==> config.mk <==
export PLATFORM = sky130hd
export DESIGN_NAME = inst_sequencer
export DESIGN_NICKNAME = d
export VERILOG_FILES = /design/src/rtl/inst_sequencer.sv
export SDC_FILE = /design/constraint.sdc
export NUM_CORES = 1
export LEC_CHECK = 0
export ABC_AREA = 1
export BUFFER_PORTS_ARGS = -buffer_cell sky130_fd_sc_hd__clkbuf_2
export CAP_MARGIN = 20
export CORE_ASPECT_RATIO = 0.7
export CORE_MARGIN = 10
export CORE_UTILIZATION = 53
export DETAILED_ROUTE_END_ITERATION = 12
export PLACE_DENSITY = 0.84
export SLEW_MARGIN = 5
export SYNTH_ARGS = -nofsm -noshare
export SYNTH_HDL_FRONTEND = slang
export SYNTH_SLANG_ARGS = --single-unit
==> constraint.sdc <==
create_clock -name clk -period 3.5 [get_ports clk]
set_input_delay 0.175 -clock clk [delete_from_list [all_inputs] [get_ports clk]]
set_output_delay 0.175 -clock clk [all_outputs]
set_load 0.01 [all_outputs]
==> src/rtl/inst_sequencer.sv <==
// Instruction sequencer for a systolic PE core: walks weight load, activation load,
// execute, drain and write-back phases, emitting one registered 35-bit instruction per cycle.
module inst_sequencer #(
  parameter int row     = 8,
  parameter int col     = 8,
  parameter int addr_bw = 11
) (
  input  logic               clk,
  input  logic               reset,
  input  logic               start,
  input  logic               mode,
  input  logic               acc_en,
  input  logic [addr_bw-1:0] n_act,
  input  logic [addr_bw-1:0] w_base,
  input  logic [addr_bw-1:0] x_base,
  input  logic [addr_bw-1:0] p_base,
  input  logic               ofifo_valid,
  output logic [34:0]        inst,
  output logic               busy,
  output logic               done
);

  // state     | meaning
  // s_idle    | waiting for start, idle word on inst
  // s_wld_mem | read col weight vectors from xmem into L0 (one extra cycle for read latency)
  // s_wld_pe  | WS only: shift weights from L0 into PEs, then let them settle for row cycles
  // s_act_mem | read n_act activation vectors from xmem into L0
  // s_exec    | stream activations through the array
  // s_drain   | wait for the core to report drained results
  // s_wb      | pop ofifo and write psums to psum memory (one cycle behind the pop)
  // s_done    | one-cycle completion pulse
  typedef enum logic [2:0] {
    s_idle, s_wld_mem, s_wld_pe, s_act_mem, s_exec, s_drain, s_wb, s_done
  } state_t;

  localparam int          cw        = addr_bw + 1;
  localparam logic [34:0] idle_word = 35'h1_800C_0000;
  localparam logic [cw-1:0] col_c   = cw'(col);
  localparam logic [cw-1:0] pe_last = cw'(row + col - 1);

  state_t             state, state_n;
  logic [cw-1:0]      cnt, cnt_n;
  logic               mode_q, acc_q, mode_n, acc_n;
  logic [addr_bw-1:0] n_q, w_q, x_q, p_q;
  logic [addr_bw-1:0] n_n, w_n, x_n, p_n;
  logic               accept;
  logic [cw-1:0]      n_ext;

  function automatic logic [34:0] encode(
    input state_t             s,
    input logic [cw-1:0]      k,
    input logic               m,
    input logic               acc,
    input logic [addr_bw-1:0] n,
    input logic [addr_bw-1:0] wb,
    input logic [addr_bw-1:0] xb,
    input logic [addr_bw-1:0] pb
  );
    logic [34:0]   w;
    logic [cw-1:0] nk;
    w  = idle_word;
    nk = {1'b0, n};
    if (s != s_idle) w[33] = m;
    case (s)
      s_wld_mem: begin
        if (k < col_c) begin
          w[19]   = 1'b0;
          w[17:7] = 11'(wb + k[addr_bw-1:0]);
        end
        if (k != '0) begin
          w[2] = 1'b1;
          w[5] = m;
        end
      end
      s_wld_pe: begin
        if (k < col_c) begin
          w[3] = 1'b1;
          w[0] = 1'b1;
        end
      end
      s_act_mem: begin
        if (k < nk) begin
          w[19]   = 1'b0;
          w[17:7] = 11'(xb + k[addr_bw-1:0]);
        end
        if (k != '0) w[2] = 1'b1;
      end
      s_exec: begin
        w[3] = 1'b1;
        w[1] = 1'b1;
        w[4] = m;
      end
      s_wb: begin
        if (k < nk) w[6] = 1'b1;
        if (k != '0) begin
          w[34]    = acc;
          w[32]    = 1'b0;
          w[31]    = 1'b0;
          w[30:20] = 11'(pb + k[addr_bw-1:0] - 1'b1);
        end
      end
      default: ;
    endcase
    return w;
  endfunction

  always_comb begin
    accept  = (state == s_idle) && start;
    mode_n  = accept ? mode   : mode_q;
    acc_n   = accept ? acc_en : acc_q;
    n_n     = accept ? n_act  : n_q;
    w_n     = accept ? w_base : w_q;
    x_n     = accept ? x_base : x_q;
    p_n     = accept ? p_base : p_q;
    n_ext   = {1'b0, n_q};
    state_n = state;
    cnt_n   = cnt + 1'b1;
    case (state)
      s_idle: begin
        cnt_n = '0;
        if (start) state_n = (n_act == '0) ? s_done : s_wld_mem;
      end
      s_wld_mem: begin
        if (cnt == col_c) begin
          cnt_n   = '0;
          state_n = mode_q ? s_act_mem : s_wld_pe;
        end
      end
      s_wld_pe: begin
        if (cnt == pe_last) begin
          cnt_n   = '0;
          state_n = s_act_mem;
        end
      end
      s_act_mem: begin
        if (cnt == n_ext) begin
          cnt_n   = '0;
          state_n = s_exec;
        end
      end
      s_exec: begin
        if (cnt + 1'b1 == n_ext) begin
          cnt_n   = '0;
          state_n = s_drain;
        end
      end
      s_drain: begin
        cnt_n = '0;
        if (ofifo_valid) state_n = s_wb;
      end
      s_wb: begin
        if (cnt == n_ext) begin
          cnt_n   = '0;
          state_n = s_done;
        end
      end
      default: begin
        cnt_n   = '0;
        state_n = s_idle;
      end
    endcase
  end

  always_ff @(posedge clk) begin
    if (!reset) begin
      state  <= s_idle;
      cnt    <= '0;
      mode_q <= 1'b0;
      acc_q  <= 1'b0;
      n_q    <= '0;
      w_q    <= '0;
      x_q    <= '0;
      p_q    <= '0;
      inst   <= idle_word;
      busy   <= 1'b0;
      done   <= 1'b0;
    end else begin
      state  <= state_n;
      cnt    <= cnt_n;
      mode_q <= mode_n;
      acc_q  <= acc_n;
      n_q    <= n_n;
      w_q    <= w_n;
      x_q    <= x_n;
      p_q    <= p_n;
      // Outputs are encoded from the next state so inst lines up with the state it describes.
      inst   <= encode(state_n, cnt_n, mode_n, acc_n, n_n, w_n, x_n, p_n);
      busy   <= (state_n != s_idle);
      done   <= (state_n == s_done);
    end
  end

endmodule

=== Word level (Yosys, flattened, before mapping) ===
Index checks and enable logic that the tools add are counted.

* Register bits after elaboration: 98
* Input port bits: 50
* Output and inout bits: 37
* Word-level logic and storage cells: 89

* $add $sub $neg: 5
* Order comparisons: 2
* Equality and inequality tests: 16
* Mux-type cells: 33
* Reductions and logical operators: 14

{| class="wikitable"
|+ Operator list
! operator !! number
|-
| $mux 11 || 6
|-
| $mux 12 || 4
|-
| $pmux 12 s4 || 1
|-
| $add 11x11->11 || 3
|-
| $eq 12x11->1 || 2
|-
| $eq 12x4->1 const B || 2
|-
| $mux 3 || 8
|-
| $pmux 11 s2 || 1
|-
| $pmux 3 s7 || 1
|-
| $eq 3x3->1 const B || 6
|-
| $mux 13 || 1
|-
| $add 12x1->12 const B || 1
|-
| $eq 3x2->1 const B || 4
|-
| $lt 12x11->1 || 1
|-
| $lt 12x4->1 const B || 1
|-
| $reduce_bool 12->1 || 1
|-
| $logic_not 11->1 || 1
|-
| $sub 11x1->11 const B || 1
|-
| $reduce_and 2->1 || 5
|-
| $mux 1 || 9
|-
| $eq 3x1->1 const B || 2
|-
| $reduce_and 3->1 || 2
|-
| $pmux 1 s2 || 2
|-
| $reduce_or 2->1 || 2
|-
| other kinds (3) || 3
|}

=== Logic depth before layout (Yosys ltp) ===
* Depth in word-level cells: 7
* Depth in mapped cells: 33
* Gate-level depth less buffers: 32

=== Worst setup path before layout ===
OpenSTA, ideal clock, no wires.

* Path type: reg2reg
* From: register cnt[1]
* To: register inst[30]
* Setup time: 0.116 ns
* Arrival: 3.756 ns
* Required time: 3.384 ns
* Setup slack: -0.372 ns
* Cell stages (with the launch flop): 30
* Path buffers: 1
* Clock period less this slack: 3.872 ns
* Cells stage by stage: dfxtp_1 -> ha_1 -> nand2_1 -> nor2_2 -> nand3_1 -> nand2_1 -> nand2_1 -> nand2_1 -> nor3_2 -> nand3_1 -> nand2_1 -> nand2_2 -> buf_6 -> inv_1 -> a21oi_1 -> inv_1 -> ha_1 -> inv_1 -> ha_1 -> a21oi_1 -> inv_1 -> a31oi_1 -> o21ai_0 -> nand3_1 -> a21oi_1 -> o21ai_0 -> nand2_1 -> xor2_1 -> xor2_1 -> nor2_1

* Cells in the longest elaborated chain, start to end: 6
* Elaborated cells between the ends (all ways): 21
* Those cells by class: add/sub (3); eq/ne (5); mux (11); reduce/logical (2)

{| class="wikitable"
|+ Ends and longest elaborated chain
! element !! line !! RTL
|-
| from (decl) || 42 || <nowiki>logic [cw-1:0] cnt, cnt_n;</nowiki>
|-
| from (signal assigned) || 179 || <nowiki>cnt <= cnt_n;</nowiki>
|-
| $add 12x1->12 || 117, 142 ||
|-
| $eq 12x11->1 || 142 || <nowiki>if (cnt + 1'b1 == n_ext) begin</nowiki>
|-
| $mux 12 || 142 ||
|-
| $pmux 12 s4 (*) || 118 || <nowiki>case (state)</nowiki>
|-
| named net cnt_n[3] || 42 ||
|-
| $add 11x11->11 or $reduce_bool 12->1 (tied branches) || 99, 95 ||
|-
| $sub 11x1->11 or $reduce_and 3->1 (tied branches) || n/a ||
|-
| to (signal assigned) || 174 || <nowiki>inst <= idle_word;</nowiki>
|-
| to (signal assigned) || 187 || <nowiki>inst <= encode(state_n, cnt_n, mode_n, acc_n, n_n, w_n, x_n, p_n);</nowiki>
|-
| to (decl) || 18 || <nowiki>output logic [34:0] inst,</nowiki>
|}

The timed path passes the listed nets; every way through them passes the cells marked *.
A chain may end at the register's enable or synchronous reset.

=== Final worst setup path ===
* From: register cnt[0]
* To: register inst[29]

* Cells in the longest elaborated chain, start to end: 6
* Elaborated cells between the ends (all ways): 21
* Those cells by class: add/sub (3); eq/ne (5); mux (11); reduce/logical (2)

{| class="wikitable"
|+ Ends and longest elaborated chain
! element !! line !! RTL
|-
| $add 12x1->12 || 117, 142 ||
|-
| $eq 12x11->1 || 142 ||
|-
| $mux 12 or $mux 3 (tied branches) || 142 ||
|-
| $pmux 12 s4 or $pmux 3 s7 (tied branches) || 118 ||
|-
| $add 11x11->11 (tied with other cells) || 99 || <nowiki>w[30:20] = 11'(pb + k[addr_bw-1:0] - 1'b1);</nowiki>
|-
| $sub 11x1->11 or $reduce_and 3->1 (tied branches) || n/a ||
|}

Parallel ways exist; a longest one is shown, timed or not.

==> results.json <==
{
  "synthFlopType": "dfxtp_1",
  "p_seq_share_pct": 38.3,
  "initialDrtViolationCount": 613,
  "timing.final.ws_setup_ps": -515,
  "switching_power_mw": 0.945,
  "dr.pass1.iters": 5,
  "rows": 32,
  "cp-start-kind": "flop",
  "wire_per_inst_um": 16.1,
  "fin_util_pct": 75.9,
  "clockBufferDepth": 2,
  "pwr-share-comb_pct": 28.5,
  "yosys-top-cells-area": "dfxtp_1 32%, ha_1 9.9%, nand2_1 9.9%",
  "start_util_pct": 54.5,
  "violations": "negative setup slack",
  "finalPower_mw": 3.06,
  "htree_num_levels": 3,
  "max_freq_mhz": 249,
  "cp_slowest_cell": "dfxtp_4",
  "ios": 87,
  "drc": 0,
  "ys_ff_latch": 96,
  "finalCriticalPeriod_ps": 4010,
  "clkTransAtPathRegs_ps": 70,
  "synth_edf_count": 0,
  "rsz0062_at_grt": "true",
  "syn_area_sq_um": 6050,
  "gp_congestion": 1.00,
  "clk_latency_ps": 350,
  "maxCapViolCount": 0,
  "vias": 6558,
  "synth_xor_area_share_pct": 2.90,
  "placed_area_sq_um": 7600,
  "yosysSeqAreaShare_pct": 31.8,
  "grtUsageMet1_pct": 31.3,
  "use_met3_pct": 6.86,
  "io_buffer_count": 85,
  "synthArstFlopShare_pct": 0,
  "cts_hold_buf": 0,
  "track_usage_pct": 23.4,
  "outcome": "complete, but fails checks",
  "final.fill_count": 798,
  "critPathRequiredTime_ps": 3750,
  "r2r_end": "inst[29]$_SDFF_PN0_",
  "root_buffer": "clkbuf_16",
  "hpwl_um": 14700,
  "worst_pin_slew_ps": 733,
  "overflow": 0,
  "cp.arrival_ps": 4260,
  "yosysWarnings": 0,
  "cts.sinks": 96,
  "syn_inst": 868,
  "hp-class": "in2reg",
  "r2r_start": "cnt[0]$_SDFF_PN0_",
  "cp_slowest_stage_delay_ps": 390,
  "die_w_um": 148,
  "ant_nets": 0,
  "synth_top_area_cell": "dfxtp_1",
  "rrSetupSlack_ps": -510,
  "skew_ps": 5.77,
  "design.die.area_sq_um": 16200,
  "grt_pass1_vias": 6291,
  "cts-buffers-inserted": 9,
  "power.leakage_nw": 4.52,
  "setup_viol": 17,
  "pwr-share-clk_pct": 33.2,
  "syn_nets": 969,
  "crit_top_cell": "nor2_2",
  "synthAdderAreaFrac_pct": 10.9,
  "maxSlewViolCount": 0,
  "grt_max_degree": 48,
  "swShare_pct": 30.9,
  "cts_tree": "done",
  "grt.busiest_layer": "met2",
  "min_from": "w_base[6]",
  "grt_pass1_wl_um": 30800,
  "ir_worst_vdd_uv": 345,
  "antenna_found_initial": 0,
  "stdcell_area_sq_um": 8420,
  "antennaDiodeCount": 0,
  "hold_viol_final": 0,
  "synth_compound_area_share_pct": 11.1,
  "relSlewSlack_pct": 50.7,
  "gr-usage-met2_pct": 36.8,
  "hold_path_depth": 3,
  "hold_ws_ps": 58.9,
  "drive_above_1_share_pct": 33.7,
  "synth-simple-area-share_pct": 29.0,
  "power-per-cell-area_nw_per_um2": 364,
  "syn2layout_area_growth_pct": 39.2,
  "yosysTopAreaCellShare_pct": 31.8,
  "r2r_cells": 29,
  "drt_wl_total_um": 20100,
  "synth.distinct_cells": 45,
  "path_class": "reg2reg",
  "worstHoldEndpoint": "w_q[6]$_SDFF_PN0_",
  "fin_nets": 1190,
  "fin_crit_sh_pct": 115,
  "via_per_inst": 5.26,
  "synth_mux_area_share_pct": 2.32,
  "crit_path_end_kind": "flop",
  "internal_power_mw": 2.12,
  "critPathMaxFanout": 4,
  "die_y_um": 109,
  "synth_top_family_by_area": "simple AND/OR/NAND/NOR gates",
  "yosysMostFrequentCell": "nand2_1",
  "syn_area_per_cell_sq_um": 6.97,
  "core_sq_um": 11100,
  "synthTopCellsByCount": "159 x nand2_1, 156 x inv_1, 99 x nor2_1"
}
## sequential cells by signal, summed over array words and instances (netlist names)
name,flops
cnt,12
busy,1
acc_q,1
w_q,11
state,3
inst,33
done,1
mode_q,1
n_q,11
p_q,11
x_q,11
## metrics by stage
step | setup WS, ps | TNS [ps] | std cells
final | -515 | -3900 | 1247
after global routing | -695 | -7080 | 1247
after CTS | -212 | -392 | 1239
after detailed placement | -290 | -2450 | 1211
after global placement | -225 | -1120 | 1211
after floorplan | 20.5 | 0 | 868
## power groups by stage
stage          clock [mW]  sequential (mW)  combinational [mW]
2_1_floorplan           0             1.20               0.457
3_3_place_gp            0             1.20               0.719
3_5_place_dp            0             1.20               0.740
6_report             1.02             1.17               0.872
4_1_cts              1.03             1.17               0.793
5_1_grt              1.06             1.18               0.961
## worst max-delay path: cells and delay by family, from the launching register on
family / cells / cell delay (ps)
adder cells (fa/ha/maj): 4 / 960
XOR/XNOR: 1 / 170
flip-flops: 1 / 390
buffers and inverters: 4 / 230
AND/OR/NAND/NOR: 17 / 1760
AO/OA/AOI/OAI: 3 / 380
## timing repair
| action | CTS | global route |
|---|---|---|
| endpoints found under the setup margin | 17 | 19 |
| pin swaps | 17 | 25 |
| cloned | 0 | 0 |
| buffers inserted | 13 | 8 |
| gates resized for setup | 49 | 44 |
## worst max path at each step
stage                 startpoint                   to  slack [ps]
2_1_floorplan  cnt[1]$_SDFF_PN0_  inst[30]$_SDFF_PN0_          20
3_3_place_gp   cnt[0]$_SDFF_PN0_  inst[29]$_SDFF_PN0_        -220
3_5_place_dp   cnt[0]$_SDFF_PN0_  inst[30]$_SDFF_PN0_        -290
4_1_cts        cnt[0]$_SDFF_PN0_  inst[29]$_SDFF_PN0_        -210
5_1_grt        cnt[0]$_SDFF_PN0_  inst[29]$_SDFF_PN0_        -700
6_report       cnt[0]$_SDFF_PN0_  inst[29]$_SDFF_PN0_        -510
## placed cells by master, fill, tap and decap left out, drive strengths merged, types with 4 or more instances in the layout
cell / Yosys / routed
nand2: 161 / 161
inv: 157 / 158
buf: 9 / 151
nor2: 105 / 105
dfxtp: 96 / 96
clkbuf: 17 / 96
nand3: 54 / 54
ha: 48 / 48
a21oi: 48 / 48
o21ai: 30 / 30
or2: 23 / 23
a211oi: 22 / 22
nand4: 21 / 21
nor3: 16 / 16
mux2i: 14 / 14
xor2: 12 / 12
xnor2: 8 / 8
nor4: 4 / 4
## routing by layer
layer,part of all wire (%),up-vias
li1,-,3226
met1,44,2967
met2,44,333
met3,11,32
met4,1.5,0
met5,0,-
## final cells by class
cell class	count	area (sq um)	area share (%)
multi-input combinational	589	3820	45.3
sequential	96	1940	23.0
timing repair buffer	236	1590	18.8
inverter	157	589	7.00
clock buffer	11	243	2.88
tap	153	191	2.27
clock inverter	5	56.3	0.669
## logic make-up (layout without fill, tap and decap cells)
| group | count (synthesis) | in the layout |
|---|---|---|
| AND/OR/NAND/NOR | 388 | 388 |
| other | 1 | 1 |
| XOR/XNOR | 20 | 20 |
| multiplexers | 14 | 14 |
| flip-flops | 96 | 96 |
| buffers and inverters | 183 | 409 |
| adder cells (fa/ha/maj) | 51 | 51 |
| AO/OA/AOI/OAI | 115 | 115 |
Note: power is estimated with default switching activity, not from simulation.
